File: config.mk
export PLATFORM = sky130hd
export DESIGN_NAME = pipeline_hazard_ctrl
export DESIGN_NICKNAME = d
export VERILOG_FILES = /design/src/rtl/pipeline_hazard_ctrl.sv
export SDC_FILE = /design/constraint.sdc
export NUM_CORES = 1
export LEC_CHECK = 0
export ABC_AREA = 1
export BUFFER_PORTS_ARGS = -buffer_cell sky130_fd_sc_hd__buf_2
export CORE_ASPECT_RATIO = 1.1
export CORE_UTILIZATION = 30
export DETAILED_ROUTE_END_ITERATION = 16
export GPL_TIMING_DRIVEN = 0
export PLACE_DENSITY = 0.78
export SKIP_LAST_GASP = 1
export SYNTH_ARGS = -nofsm -noshare
export SYNTH_HDL_FRONTEND = slang
export SYNTH_SLANG_ARGS = --single-unit
export TNS_END_PERCENT = 10
File: constraint.sdc
create_clock -name clk -period 2.59 [get_ports clk]
set_input_delay 0.259 -clock clk [delete_from_list [all_inputs] [get_ports clk]]
set_output_delay 0.259 -clock clk [all_outputs]
set_load 0.05 [all_outputs]
File: src/rtl/pipeline_hazard_ctrl.sv
// pipeline_hazard_ctrl
// Stall/bubble/setcc control for a five-stage Y86-64 style pipeline. It covers
// load-use, mispredict and return hazards. A multi-cycle execute op holds the
// E stage through a busy counter. A sticky HALTED state freezes the pipeline
// once a bad status retires.
// Optional build macro PIPE_HAZARD_PERF_EN adds saturating stall/bubble
// cycle counters (stall_cycles, bubble_cycles).
module pipeline_hazard_ctrl #(
  parameter int               REG_W     = 4,
  parameter logic [REG_W-1:0] RNONE     = 4'hF,
  parameter logic [3:0]       LOAD_IC_A = 4'h5,
  parameter logic [3:0]       LOAD_IC_B = 4'hB,
  parameter logic [3:0]       JXX_IC    = 4'h7,
  parameter logic [3:0]       RET_IC    = 4'h9,
  parameter logic [3:0]       HALT_IC   = 4'h0,
  parameter logic [3:0]       STAT_AOK  = 4'b1000,
`ifdef PIPE_HAZARD_PERF_EN
  parameter int               CNT_W     = 16,
`endif
  parameter int               EX_CYCLES = 3,
  localparam int              BUSY_W    = ($clog2(EX_CYCLES) < 2) ? 2 : $clog2(EX_CYCLES)
) (
  input  logic              clk,
  input  logic              rst_n,
  input  logic [3:0]        D_icode,
  input  logic [REG_W-1:0]  d_srcA,
  input  logic [REG_W-1:0]  d_srcB,
  input  logic [3:0]        E_icode,
  input  logic [REG_W-1:0]  E_destM,
  input  logic              E_multi,
  input  logic              e_Cnd,
  input  logic [3:0]        M_icode,
  input  logic [3:0]        m_stat,
  input  logic [3:0]        W_stat,
  output logic              setcc,
  output logic              F_stall,
  output logic              D_stall,
  output logic              E_stall,
  output logic              W_stall,
  output logic              D_bubble,
  output logic              E_bubble,
  output logic              M_bubble,
  output logic              halted,
`ifdef PIPE_HAZARD_PERF_EN
  output logic [CNT_W-1:0]  stall_cycles,
  output logic [CNT_W-1:0]  bubble_cycles,
`endif
  output logic [BUSY_W-1:0] busy_cnt
);

  typedef enum logic {RUN, HALTED} state_t;

  localparam logic [BUSY_W-1:0] BUSY_LOAD = BUSY_W'(EX_CYCLES - 1);
  localparam logic [BUSY_W-1:0] BUSY_ONE  = BUSY_W'(1);

  state_t state;
  logic   lu;
  logic   mp;
  logic   rt;
  logic   busy;
  logic   m_fault;
  logic   w_fault;

  assign lu = ((E_icode == LOAD_IC_A) || (E_icode == LOAD_IC_B)) &&
              (E_destM != RNONE) &&
              ((E_destM == d_srcA) || (E_destM == d_srcB));
  assign mp = (E_icode == JXX_IC) && !e_Cnd;
  assign rt = (D_icode == RET_IC) || (E_icode == RET_IC) || (M_icode == RET_IC);
  assign busy = (busy_cnt != '0) || (E_multi && (busy_cnt == '0));
  assign m_fault = (m_stat != STAT_AOK);
  assign w_fault = (W_stat != STAT_AOK);

  // Resolve hazards by priority into stage-register stall/bubble/setcc controls
  always_comb begin
    setcc    = 1'b1;
    F_stall  = 1'b0;
    D_stall  = 1'b0;
    E_stall  = 1'b0;
    W_stall  = 1'b0;
    D_bubble = 1'b0;
    E_bubble = 1'b0;
    M_bubble = 1'b0;
    if (state == HALTED) begin
      setcc   = 1'b0;
      F_stall = 1'b1;
      D_stall = 1'b1;
      E_stall = 1'b1;
      W_stall = 1'b1;
    end else begin
      if (busy) begin
        F_stall  = 1'b1;
        D_stall  = 1'b1;
        E_stall  = 1'b1;
        M_bubble = 1'b1;
      end else if (mp) begin
        D_bubble = 1'b1;
        E_bubble = 1'b1;
      end else if (lu) begin
        F_stall  = 1'b1;
        D_stall  = 1'b1;
        E_bubble = 1'b1;
      end else if (rt) begin
        F_stall  = 1'b1;
        D_bubble = 1'b1;
      end
      if (m_fault) begin
        M_bubble = 1'b1;
      end
      if (w_fault) begin
        W_stall = 1'b1;
      end
      setcc = !((E_icode == HALT_IC) || m_fault || w_fault);
    end
  end

  // Sticky halt FSM: a bad status reaching writeback freezes the pipe until reset
  always_ff @(posedge clk or negedge rst_n) begin
    if (!rst_n) begin
      state  <= RUN;
      halted <= 1'b0;
    end else begin
      case (state)
        RUN: begin
          if (w_fault) begin
            state  <= HALTED;
            halted <= 1'b1;
          end
        end
        HALTED: begin
          state  <= HALTED;
          halted <= 1'b1;
        end
        default: begin
          state  <= RUN;
          halted <= 1'b0;
        end
      endcase
    end
  end

  // Count down the remaining execute cycles of a multi-cycle op; frozen when halted
  always_ff @(posedge clk or negedge rst_n) begin
    if (!rst_n) begin
      busy_cnt <= '0;
    end else if (state == RUN) begin
      if (busy_cnt != '0) begin
        busy_cnt <= busy_cnt - BUSY_ONE;
      end else if (E_multi) begin
        busy_cnt <= BUSY_LOAD;
      end
    end
  end

`ifdef PIPE_HAZARD_PERF_EN
  localparam logic [CNT_W-1:0] CNT_MAX = '1;
  localparam logic [CNT_W-1:0] CNT_ONE = CNT_W'(1);

  // Saturating counts of stall and bubble cycles while running
  always_ff @(posedge clk or negedge rst_n) begin
    if (!rst_n) begin
      stall_cycles  <= '0;
      bubble_cycles <= '0;
    end else if (state == RUN) begin
      if (F_stall && (stall_cycles != CNT_MAX)) begin
        stall_cycles <= stall_cycles + CNT_ONE;
      end
      if ((D_bubble || E_bubble) && (bubble_cycles != CNT_MAX)) begin
        bubble_cycles <= bubble_cycles + CNT_ONE;
      end
    end
  end
`else
  // Performance counters are not built in this configuration.
`endif

endmodule

; ---- Word-level counts from Yosys, hierarchy flattened
; Index checks and enable logic that the tools add are counted.
[op_classes]
addsub = 1
n_eq_ne = 12
n_mux = 28
n_bitwise = 1
n_reduce_logical = 18
[op_table]
columns = operator, n
row1 = 1-bit two-way mux, 24
row2 = 4-bit equality test (second input constant), 4
row3 = 4-bit != test (second input constant), 3
row4 = 4-bit by 3-bit equality test with 1-bit output (second input constant), 2
row5 = 4-bit equality test, 2
row6 = 1-bit logical OR, 7
row7 = 1-bit logical AND, 4
row8 = 4-bit logical NOT, 1
row9 = 2-bit two-way mux, 2
row10 = 1-bit one-hot mux with 2 select lines, 2
row11 = 2-bit nonzero test, 2
row12 = 1-bit logical NOT, 2
row13 = 2-bit logical NOT, 1
row14 = 2-bit != test (second input constant), 1
row15 = 2-bit AND reduction, 1
row16 = 2-bit by 1-bit subtractor with 2-bit output (second input constant), 1
row17 = 1-bit NOT, 1
[word_totals]
register_bits = 4
inputBits = 36
output_inout_bits = 11
wordCells = 63

; ---- Longest topological paths before layout
[logic_depth]
depth_word = 8
depth_mapped = 9
ltp_nobuf = 9

; ---- Worst setup path after synthesis
; Ideal clock, no wire load.
[synth_path]
path_type = flip-flop to output port
startpoint = register state
endpoint = output setcc
t_arrival_ns = 2.187
required_time_ns = 2.331
path_slack_ns = 0.144
stages_incl_launch_ff = 4
n_path_buf = 0
path_cell_list = dfrtp_1 > nor2_1 > nand3_1 > nor3_1
[synth_via]
elab_chain_cells = 1
[synth_rtl]
columns = element, line_no
row1 = start: declaration, 56  ; state_t state;
row2 = start signal: assignment, 119  ; state <= RUN;
row3 = start signal: assignment, 125  ; state <= HALTED;
row4 = start signal: assignment, 130  ; state <= HALTED;
row5 = 1-bit two-way mux, 83  ; if (state == HALTED) begin
row6 = end: declaration, 35  ; output logic setcc,
; No other way between the ends.

; ---- Final worst setup path
[layout_path]
startpoint = register busy_cnt[0]
endpoint = output E_bubble
[layout_via]
elab_chain_cells = 5
elab_cells_between_ends = 6
cone_classes = 2 x mux / 4 x reduce/logical
[layout_rtl]
columns = element, line_no
row1 = start: declaration, 48  ; output logic [BUSY_W-1:0] busy_cnt
row2 = start signal: assignment, 147  ; busy_cnt <= busy_cnt - BUSY_ONE;
row3 = 2-bit logical NOT, 69  ; assign busy = (busy_cnt != '0) || (E_multi && (busy_cnt == '0));
row4 = 1-bit logical AND, 69
row5 = 1-bit logical OR (*), 69
row6 = 1-bit two-way mux (*), 90  ; if (busy) begin
row7 = 1-bit two-way mux (*), 83
row8 = end: declaration, 41  ; output logic E_bubble,
; Every way passes the cells marked *; elsewhere a longest branch is shown, timed or not.

==> run metrics <==
Die X=41.6 µm; HP Class=input port to register; final instance area=801 µm²; Tot GR Track Use=0.147; Max Clock Freq=519 MHz; routability cong.=0.759; Area growth, synth to finish=55.0%; post-synth top area cell=nand2_1; Routed WL per cell=8.10 µm; RSZ-0062 raised after global routing=false; wirelength, routed=1330 µm; final max-slew violation count=0; Worst Tran Pin Value=0.267 ns; H-Tree Depth=1; largest delay contributor family on the critical path=buffers and inverters; maximum number of pins on one net before global-route repair=5; Crit Path Max Fanout=3; Worst slew margin=0.820; placed cell areas=768 µm²; status=completed; vias per cell=4.49; CP max-delay cell=dfrtp_1; core area=1600 µm²; top post-synthesis cells by count=nand2_1 (31), inv_1 (18), nor2_1 (15); required time of the critical path=2.33 ns; DRC errors left=0; maximum clock path buffer count=2; register clock-pin slew on the reported worst setup and hold paths=0.04 ns; Distinct cells, synth=19; crit path buf inv count=5; IO Port Bufs=46; synth warn=0; CTS Root Cell=clkbuf_4; Crit Path Class=register to output pin; drt pass-1 iters=4; Worst-Skew Late Latency=0.23 ns; number of enable flip-flop cells after synthesis=0; top-area cell type share of the netlist area=0.225; Mapped Cells=97; DR vias=736; pwr dens=279 nW/µm²; hpwl dp=1200 µm; Die Footprint=1890 µm²; Worst path most repeated cell=inv_1; initial detailed-routing violation count=6; boundary pin count=47; Worst IR Drop VDD=318 µV; Yosys reg bits=4; worst clock skew=0.00296 ns; Num CTS Buffers=3; Die Ht=45.5 µm; antenna violations before repair=0; # Max-Cap Violations=0; Pleak=0.500 nW; final worst-path cycle share=0.744; synth top area cells=nand2_1 (23%), dfrtp_1 (19%), inv_1 (13%), nor2_1 (11%), nand3_1 (7.7%); diodes inserted=0; Worst Path Arrival=1.67 ns; nets=187; worst stage delay on the critical path=0.36 ns; # clock sinks=4; Tmin final=1.93 ns; Hold Vio Cnt, Final=0; initial cell density of the core=0.324; Synth Cell Area=517 µm²; TritonCTS clock tree=yes; sequential area share after synthesis=0.194; Setup Buffers After CTS=0; top-count cell post-synth=nand2_1; Mapped Nets=135; Primary FF master, synth=dfrtp_1; first-pass GRT wire length=2250 µm; Mean Syn Cell Area=5.33 µm²; num rows=15; CP Launch Type=register; Post-synth ARST share=1.00; Fin Setup TNS=0 ns; final setup vio count=0; crit path cell chain=inv_1 -> ha_1 -> inv_1 -> nor2_1 -> inv_1 -> nor2_2 -> inv_1 -> a21oi_2 -> buf_2; vias in the first global route=631; post-route ant nets=0; CP endpoint kind=output pin; grt total ovfl=0; layout cells sized above 1=0.408; number of fillers in the final layout=163
## worst paths after layout
path / start / end / slack (ns) / cells past startpoint
hold / removal: W_stat[0] / state$_DFF_PN0_ / 0.29 / 3
hold reg to reg: halted$_DFFE_PN0P_ / halted$_DFFE_PN0P_ / 0.48 / 1
setup reg to reg: busy_cnt[1]$_DFFE_PN0P_ / busy_cnt[1]$_DFFE_PN0P_ / 1.29 / 7
setup / recovery: busy_cnt[0]$_DFFE_PN0P_ / E_bubble / 0.66 / 9
min in group asynchronous: rst_n / halted$_DFFE_PN0P_ / 0.36 / 2
max in group asynchronous: rst_n / busy_cnt[0]$_DFFE_PN0P_ / 2.12 / 2
## area by class of cell
type	instances	area, µm²	share of cell area
Clock buffer	3	22.5	0.0281
Inverter	22	82.6	0.103
Multi-Input combinational cell	71	334	0.417
Sequential cell	4	100	0.125
Tap cell	17	21.3	0.0266
Timing Repair Buffer	47	240	0.300
## state kept, by name, summed over array words and instances (netlist names)
signal and count:
state 1, busy_cnt 2, halted 1
## through the flow
stage / worst slack [ns] / cells / util / hold WS, ns / total power, mW
floorplan: 0.144 / 97 / - / -0.0366 / 0.108
global route: 0.492 / 164 / 0.502 / 0.313 / 0.240
global placement: 0.909 / 160 / 0.482 / 0.0634 / 0.145
finish: 0.663 / 164 / 0.502 / 0.295 / 0.224
detailed placement: 0.881 / 160 / 0.482 / 0.0656 / 0.148
CTS: 0.630 / 164 / 0.502 / 0.293 / 0.228
## logic make-up (layout without fill, tap and decap cells)
group,count (synthesis),after routing,synth area share
AO/OA/AOI/OAI,5,5,0.0654
adder cells (fa/ha/maj),2,2,0.0484
buffers and inverters,22,72,0.160
flip-flops,4,4,0.194
AND/OR/NAND/NOR,64,64,0.533
## report_power, final
| part | internal (mW) | switching, mW |
|---|---|---|
| sequential | 0.0651 | 0.00156 |
| clock | 0.0517 | 0.0240 |
| combinational | 0.0363 | 0.0451 |
| total | 0.153 | 0.0707 |
## routing by layer
layer	track usage	part of all wire	wire, µm	up-vias
li1	-	-	-	392
met1	0.158	0.38	499	313
met2	0.313	0.55	726	31
met3	0.00397	0.077	102	0
met4	0.0387	0	0	0
met5	0	0	0	-
## worst min-delay path: cells and delay by family
kind / cells / cell delay [ns]
buffers and inverters: 1 / 0.07
AND/OR/NAND/NOR: 2 / 0.14
## layout by cell type, fill, tap and decap left out
cell type	n
buf_2	46
nand2_1	31
inv_1	18
nor2_1	15
nand3_1	8
dfrtp_1	4
inv_2	3
clkbuf_4	3
nor2_2	2
a21oi_2	2
nand2_2	2
or2_2	2
ha_1	2
clkinv_1	1
nand4_1	1
nand3b_1	1
nor4_1	1
nor3_1	1
a31oi_1	1
o21ai_0	1
a21oi_1	1
dlygate4sd3_1	1
## repair_timing
action / CTS / global route
hold endpoints to repair: 4 / 0
resized for setup: 0 / 0
hold buffers: 1 / 0
Note: power is estimated with default switching activity, not from simulation.
